**config.mk**
```make
export PLATFORM = sky130hd
export DESIGN_NAME = uart_port_responder
export DESIGN_NICKNAME = d
export VERILOG_FILES = /design/src/rtl/uart_port_responder.sv
export SDC_FILE = /design/constraint.sdc
export NUM_CORES = 1
export LEC_CHECK = 0
export CELL_PAD_IN_SITES_DETAIL_PLACEMENT = 0
export CELL_PAD_IN_SITES_GLOBAL_PLACEMENT = 1
export CORE_MARGIN = 2
export CORE_UTILIZATION = 48
export CTS_BUF_LIST = sky130_fd_sc_hd__clkbuf_8
export DETAILED_ROUTE_END_ITERATION = 8
export DONT_BUFFER_PORTS = 1
export GPL_ROUTABILITY_DRIVEN = 0
export GPL_TIMING_DRIVEN = 0
export PLACE_DENSITY_LB_ADDON = 0.08
export SYNTH_ARGS = -nofsm -noshare
export SYNTH_HDL_FRONTEND = slang
export SYNTH_SLANG_ARGS = --single-unit
```
**constraint.sdc**
```tcl
create_clock -name CLK -period 2.42 [get_ports CLK]
set_clock_uncertainty 0.15 [all_clocks]
set_input_delay 0.484 -clock CLK [delete_from_list [all_inputs] [get_ports CLK]]
set_output_delay 0.484 -clock CLK [all_outputs]
set_load 0.02 [all_outputs]
```
**src/rtl/uart_port_responder.sv**
```systemverilog
// uart_port_responder: CPU strobe-handshake UART responder with TX holding register and RX FIFO
module uart_port_responder #(
  parameter int CLKS_PER_BIT = 16,
  parameter int RX_DEPTH = 4
) (
  input  logic       CLK,
  input  logic       RST,
  input  logic       rdn,
  input  logic       wrn,
  input  logic [7:0] data_in,
  output logic [7:0] data_out,
  output logic       data_oe,
  output logic       data_ready,
  output logic       tbre,
  output logic       tsre,
  output logic       txd,
  input  logic       rxd,
  output logic       rx_overrun,
  output logic       framing_err
);
  localparam int CW = $clog2(CLKS_PER_BIT);
  localparam int AW = $clog2(RX_DEPTH);
  localparam logic [CW-1:0] LAST = CW'(CLKS_PER_BIT - 1);
  localparam logic [CW-1:0] HALF = CW'(CLKS_PER_BIT / 2 - 1);
  localparam logic [AW:0] FULL = (AW + 1)'(RX_DEPTH);
  typedef enum logic [1:0] {IDLE, START, DATA, STOP} state_t;
  state_t tx_st, rx_st;
  logic wrn_q, rdn_q, rx_m, rx_s, rx_p;
  logic [7:0] din_q, hold, tx_sh, rx_sh;
  logic [CW-1:0] tx_cnt, rx_cnt;
  logic [2:0] tx_bit, rx_bit;
  logic [7:0] mem [RX_DEPTH];
  logic [AW-1:0] wp, rp;
  logic [AW:0] count;
  logic wr_ev, rd_ev, pop, push, full, stop_smp;
  assign wr_ev = !wrn_q && wrn;
  assign rd_ev = !rdn_q && rdn;
  assign full = count == FULL;
  assign pop = rd_ev && count != '0;
  assign stop_smp = rx_st == STOP && rx_cnt == LAST;
  assign push = stop_smp && rx_s && (!full || pop);
  assign data_ready = count != '0;
  assign data_oe = !rdn;
  assign data_out = (!rdn && data_ready) ? mem[rp] : 8'h00;
  // register strobes and hold the CPU byte while the write strobe is low
  always_ff @(posedge CLK) begin
    wrn_q <= RST ? 1'b1 : wrn;
    rdn_q <= RST ? 1'b1 : rdn;
    if (!wrn) din_q <= data_in;
  end
  // holding register and TX shifter; STOP chains straight into START when a byte is waiting
  always_ff @(posedge CLK) begin
    if (RST) begin
      tx_st <= IDLE;
      tbre <= 1'b1;
      tsre <= 1'b1;
      txd <= 1'b1;
      tx_cnt <= '0;
      tx_bit <= '0;
      hold <= '0;
      tx_sh <= '0;
    end else begin
      if (wr_ev && tbre) begin
        hold <= din_q;
        tbre <= 1'b0;
      end
      tx_cnt <= (tx_st == IDLE || tx_cnt == LAST) ? '0 : tx_cnt + 1'b1;
      case (tx_st)
        IDLE: if (!tbre) begin
          tx_sh <= hold;
          tbre <= 1'b1;
          tsre <= 1'b0;
          txd <= 1'b0;
          tx_st <= START;
        end
        START: if (tx_cnt == LAST) begin
          txd <= tx_sh[0];
          tx_bit <= '0;
          tx_st <= DATA;
        end
        DATA: if (tx_cnt == LAST) begin
          txd <= tx_bit == 3'd7 ? 1'b1 : tx_sh[1];
          tx_sh <= tx_sh >> 1;
          tx_bit <= tx_bit + 1'b1;
          if (tx_bit == 3'd7) tx_st <= STOP;
        end
        STOP: if (tx_cnt == LAST) begin
          if (!tbre) begin
            tx_sh <= hold;
            tbre <= 1'b1;
            txd <= 1'b0;
            tx_st <= START;
          end else begin
            tsre <= 1'b1;
            tx_st <= IDLE;
          end
        end
      endcase
    end
  end
  // synchroniser, RX deserialiser, FIFO pointers and sticky error flags
  always_ff @(posedge CLK) begin
    if (RST) begin
      {rx_p, rx_s, rx_m} <= '0;
      rx_st <= IDLE;
      rx_cnt <= '0;
      rx_bit <= '0;
      rx_sh <= '0;
      wp <= '0;
      rp <= '0;
      count <= '0;
      rx_overrun <= 1'b0;
      framing_err <= 1'b0;
    end else begin
      {rx_p, rx_s, rx_m} <= {rx_s, rx_m, rxd};
      rx_cnt <= (rx_st == IDLE || rx_cnt == LAST || (rx_st == START && rx_cnt == HALF)) ? '0 : rx_cnt + 1'b1;
      case (rx_st)
        IDLE: if (rx_p && !rx_s) rx_st <= START;
        START: if (rx_cnt == HALF) rx_st <= rx_s ? IDLE : DATA;
        DATA: if (rx_cnt == LAST) begin
          rx_sh <= {rx_s, rx_sh[7:1]};
          rx_bit <= rx_bit + 1'b1;
          if (rx_bit == 3'd7) rx_st <= STOP;
        end
        STOP: if (rx_cnt == LAST) rx_st <= IDLE;
      endcase
      if (stop_smp && !rx_s) framing_err <= 1'b1;
      if (stop_smp && rx_s && full && !pop) rx_overrun <= 1'b1;
      if (push) wp <= wp + 1'b1;
      if (pop) rp <= rp + 1'b1;
      count <= count + {{AW{1'b0}}, push} - {{AW{1'b0}}, pop};
    end
  end
  // FIFO storage; a full-FIFO push overwrites the slot being popped this cycle
  always_ff @(posedge CLK) begin
    if (push) mem[wp] <= rx_sh;
  end
endmodule

```
## Word-level counts from Yosys, hierarchy flattened

Memories as Yosys holds them, arrays and structs flattened. A register that Yosys moved wholly into a read port is not among the register bits.
Cells that the tools add are included.

| operators by class | value |
|---|---|
| add/subtract/negate cells | 8 |
| $mul | 0 |
| divide/modulo/power cells | 0 |
| order comparisons | 0 |
| eq/ne operators | 23 |
| shifts and indexed selects | 0 |
| multiplexer cells | 40 |
| bitwise logic cells | 0 |
| reduce and logical (&&, ||, !) cells | 38 |

Operators by type and width:

| operator | count |
|---|---|
| 8-bit two-way mux | 4 |
| 2-bit two-way mux | 13 |
| 8-bit one-hot mux with 3 select lines | 1 |
| 2-bit != test, second input constant | 8 |
| 2-bit one-hot mux with 4 select lines | 2 |
| 1-bit two-way mux | 14 |
| 1-bit logical AND | 13 |
| 5-bit AND reduction | 2 |
| 3-bit equality test, second input constant | 3 |
| 3-bit AND reduction | 3 |
| 4-bit by 1-bit adder with 4-bit output, second input constant | 2 |
| 2-bit equality test, second input constant | 4 |
| 4-bit equality test, second input constant | 2 |
| 3-bit by 1-bit adder with 3-bit output, second input constant | 2 |
| 1-bit zero test | 6 |
| 3-bit two-way mux | 2 |
| 2-bit by 1-bit != test with 1-bit output, second input constant | 3 |
| 3-bit one-hot mux with 2 select lines | 1 |
| 3-bit nonzero test | 2 |
| 2-bit by 1-bit adder with 2-bit output, second input constant | 2 |
| 2-bit by 1-bit equality test with 1-bit output, second input constant | 2 |
| 4-bit by 3-bit equality test with 1-bit output, second input constant | 1 |
| 2-bit zero test | 2 |
| 1-bit logical OR | 4 |
| 8 further kinds | 11 |

| storage, ports and cells | value |
|---|---|
| register bits after elaboration | 67 |
| latch bits | 0 |
| memory bits (writable) | 32 |
| ROM bits | 0 |
| bits of input ports | 13 |
| output and inout bits | 15 |
| word-level logic and storage cells | 133 |
| memories kept | 1 |

Memories:

| memory | words | width | read ports | clocked after memory_dff | wr ports | RTL line | RTL |
|---|---|---|---|---|---|---|---|
| mem | 4 | 8 | 1 | 1 | 1 | 32 | `logic [7:0] mem [RX_DEPTH];` |

## Logic depth before layout (Yosys ltp)

| depth | value |
|---|---|
| depth in word-level cells | 7 |
| depth in mapped cells | 12 |
| gate-level depth less buffers | 12 |

## Least setup slack after synthesis

Ideal clock, no wire load.

| timing path | value |
|---|---|
| kind | reg-to-reg |
| start point | register rx_cnt[0] |
| end point | register count[2] |
| library setup time | 0.128 ns |
| arrival | 2.408 ns |
| data required time | 2.142 ns |
| slack | -0.265 ns |
| cell stages (with the launch flop) | 13 |
| path buffers | 0 |
| clock period less this slack | 2.685 ns |
| cells stage by stage | dfxtp_1 ha_1 and4_1 nand3_1 and2b_1 inv_1 ha_1 inv_1 ha_1 fa_1 xnor2_1 xnor2_1 nor2_1 |

| between the ends | value |
|---|---|
| word-level cells in the longest chain between the ends | 6 |

Ends and longest elaborated chain:

| element | RTL line | RTL |
|---|---|---|
| start, declared | 30 | `logic [CW-1:0] tx_cnt, rx_cnt;` |
| start signal, assigned | 116 | `rx_cnt <= (rx_st == IDLE \|\| rx_cnt == LAST \|\| (rx_st == START && rx_cnt == HALF)) ? '0 : rx_cnt + 1'b1;` |
| 4-bit equality test | 40 | `assign stop_smp = rx_st == STOP && rx_cnt == LAST;` |
| 1-bit logical AND | 40 |  |
| 1-bit logical AND (2 in a row) | 41 | `assign push = stop_smp && rx_s && (!full \|\| pop);` |
| 3-bit by 1-bit adder with 3-bit output | 131 | `count <= count + {{AW{1'b0}}, push} - {{AW{1'b0}}, pop};` |
| 3-bit by 1-bit subtractor with 3-bit output | 131 |  |
| end signal, assigned | 131 |  |
| end, declared | 34 | `logic [AW:0] count;` |

Every way passes these cells.
A chain may end at the register's enable or synchronous reset.

## Worst setup path after layout

Same ends and word-level chain as after synthesis.

==> impl_metrics.yaml <==
outcome:
  outcome: "complete, but fails checks"
  violations: "setup timing"
logic_synthesis:
  post_synth_and_or_nand_nor_area_fraction: 0.123
  synth_xor_area_frac: 0.0216
  yosys_warnings: 0
  synth_area_per_cell_um2: 12.4
  synth_area_um2: 4060
  synth_top_cell_area_share: 0.300
  seq_area_frac_synth: 0.596
  synthTopCellsByArea: "dfxtp_1 30%, edfxtp_1 30%, mux2i_1 6.7%"
  syn_nets: 358
  synthFlopType: "dfxtp_1"
  synth_compound_area_frac: 0.0613
  synth-adder-area-share: 0.0542
  synth_mux_area_frac: 0.114
  async_reset_ff_frac: 0
  yosysTopAreaCell: "dfxtp_1"
  netlist_top_cells_count: "61 x dfxtp_1, 49 x nor2_1, 40 x edfxtp_1"
  synth_top_family_by_area: "simple AND/OR/NAND/NOR gates"
  ys_types: 44
  yosysMostFrequentCell: "dfxtp_1"
  synth_edf_count: 40
  ys_ff_latch: 101
  syn_inst: 328
final_layout:
  area_delta_synth_final_pct: 11.9
  nets: 384
  antennaDiodeCount: 0
  final_area_um2: 4550
  drive_above_1_share: 0.189
drt:
  dr_total_vias: 2399
  antenna_left: 0
  top_layer: "met4"
  wl_um: 6870
  drc: 0
  wl_met1_um: 3200
  dr_wl_met2_um: 3380
  wire_per_inst_um: 14.8
  vias_per_cell: 5.17
  dr_wl_met3_um: 221
  drt_iter0_markers: 81
  first_pass_iters: 4
floorplanning:
  ios: 28
  core-area_um2: 8220
  dieArea_um2: 9220
  die_h_um: 96.0
  row_count: 33
  die_w_um: 96.0
  start_util: 0.495
placement:
  hpwl_um: 4630
  place_area_um2: 4230
  port_buffers: 0
global_routing:
  grt_max_degree: 18
  grt_pass1_wl_um: 11100
  grt_pass1_vias: 2304
  overflow: 0
  grt_antenna_before_repair: 0
  grt_usage: 0.163
critical_path:
  cp_top_family: "adder cells"
  slowest_stage: "dfxtp_2"
  crit_chain: "ha_4, and4_4, nand3_2, and2b_2, inv_2, ha_4, inv_2, ha_4, fa_2, xnor2_2, xnor2_1, nor2_1"
  cp.arrival_ns: 2.57
  max_stage_delay_ns: 0.36
  path_max_fanout: 4
  cpMostUsedCell: "ha_4"
  end_kind: "register"
  crit_buf_inv: 2
  critPathKind: "register to register"
  start_kind: "register"
  worstPathRequired_ns: 2.51
timing:
  min_period_ns: 2.48
  setup_violations: 2
  hold_viol: 0
  slew_headroom: 0.570
  whs_ns: 0.0616
  max_slew.worst_pin.slew_ns: 0.645
  fin_crit_sh: 1.03
  fmax_mhz: 403
  rsz0062_at_grt: "yes"
  setup_ws_ns: -0.0623
  drv_slew: 0
cts:
  cts_max_level: 3
  clock_sinks: 101
  clk_latency_ns: 0.36
  path_clk_slew_ns: 0.10
  cts_hold_buf: 0
  cts-root-buf: "clkbuf_8"
  cts_buffers: 9
  clock_path_buffers: 2
  cts_tree: "built"
power:
  p_per_area_nw_per_um2: 730
  p_leak_nw: 1.69
  ir_drop_mv: 0.414
worst_hold_path:
  min_path_type: "primary input to register"
job:
  maxCapViolations: 0
==> worst paths after layout <==
| check | slack, ns | from | to | depth (start not counted) |
|---|---|---|---|---|
| worst max-delay path | -0.06 | rx_cnt[0]$_SDFF_PP0_ | count[2]$_SDFF_PP0_ | 12 |
| worst min-delay path | 0.06 | data_in[4] | din_q[4]$_DFFE_PN_ | 0 |
| worst max register to register | -0.06 | rx_cnt[0]$_SDFF_PP0_ | count[2]$_SDFF_PP0_ | 12 |
| worst min register to register | 0.30 | tx_cnt[0]$_SDFF_PP0_ | tx_cnt[0]$_SDFF_PP0_ | 1 |
==> per-layer routing <==
metal  track usage  up-vias
met5             0        -
met4        0.0607        0
met3        0.0431        7
met2         0.271       36
met1         0.204     1138
li1              -     1218
==> final cells by class <==
cell class / count / area (µm²)
multi-input cells: 199 / 1580
plain buffers: 12 / 63.8
inverters: 15 / 56.3
clock inverters: 7 / 48.8
flip-flops and latches: 101 / 2430
repair buffers: 16 / 120
clock buffers: 9 / 124
well taps: 105 / 131
fillers: 712 / 3670
==> flip-flops by register name, indices dropped and copies added (netlist names), 3 cells and up, named ones only <==
| signal | cells |
|---|---|
| rx_sh | 8 |
| mem | 32 |
| din_q | 8 |
| hold | 8 |
| count | 3 |
| tx_cnt | 4 |
| tx_sh | 8 |
| tx_bit | 3 |
| rx_bit | 3 |
| rx_cnt | 4 |
==> report_power, final <==
| part | internal [mW] | total (mW) | switching, mW |
|---|---|---|---|
| sequential | 1.86 | 1.94 | 0.0866 |
| clock | 0.379 | 0.956 | 0.577 |
| combinational | 0.180 | 0.422 | 0.241 |
| total | 2.42 | 3.32 | 0.904 |
==> through the flow <==
stage / TNS, ns / power [mW] / utilization / setup WS, ns / std cells
after floorplan: -0.103 / 2.32 / - / -0.103 / 328
after global placement: -0.377 / 2.40 / 0.515 / -0.258 / 433
after detailed placement: -0.418 / 2.41 / 0.515 / -0.285 / 433
after CTS: -0.0726 / 3.37 / 0.551 / -0.0726 / 461
after global routing: -0.298 / 3.50 / 0.554 / -0.169 / 464
final: -0.0792 / 3.32 / 0.554 / -0.0623 / 464
==> kinds of logic after synthesis <==
kind of cell               after synthesis
DFF                                    101
adders and majority gates               17
buffers and inverters                   28
muxes                                   36
xor gates and xnor gates                10
and+or+nand+nor                        104
AOI/OAI and AO/OA                       32
==> cells in the final DEF (no fill, tap or decap), types with 2 or more instances in the layout <==
cell      instances
clkbuf_8          9
inv_1            12
or3_1             4
nand3_1           6
dfxtp_2           3
and3_1           10
ha_1             13
inv_6             3
dfxtp_1          58
mux2i_1          27
ha_4              3
a211oi_1          7
nor3b_1           2
mux4_2            8
inv_2             3
buf_2             3
nor3_1            6
or2_2             2
nor2b_1           4
clkbuf_1          6
xor2_1            2
and2_1            4
buf_4            18
a211oi_2          2
o21ai_0           4
a32oi_1           2
nand2_1           7
nand2b_1          4
nor2_1           48
a21oi_1           7
edfxtp_1         40
xnor2_1           7
==> what timing repair did <==
| action | 4_1_cts | 5_1_grt |
|---|---|---|
| endpoints found under the setup margin | 6 | 10 |
| gates resized for setup | 6 | 2 |
| cloned | 0 | 0 |
| pin swaps | 5 | 0 |
| setup buffers | 13 | 3 |
No activity file was read; power rests on OpenSTA's default activity.
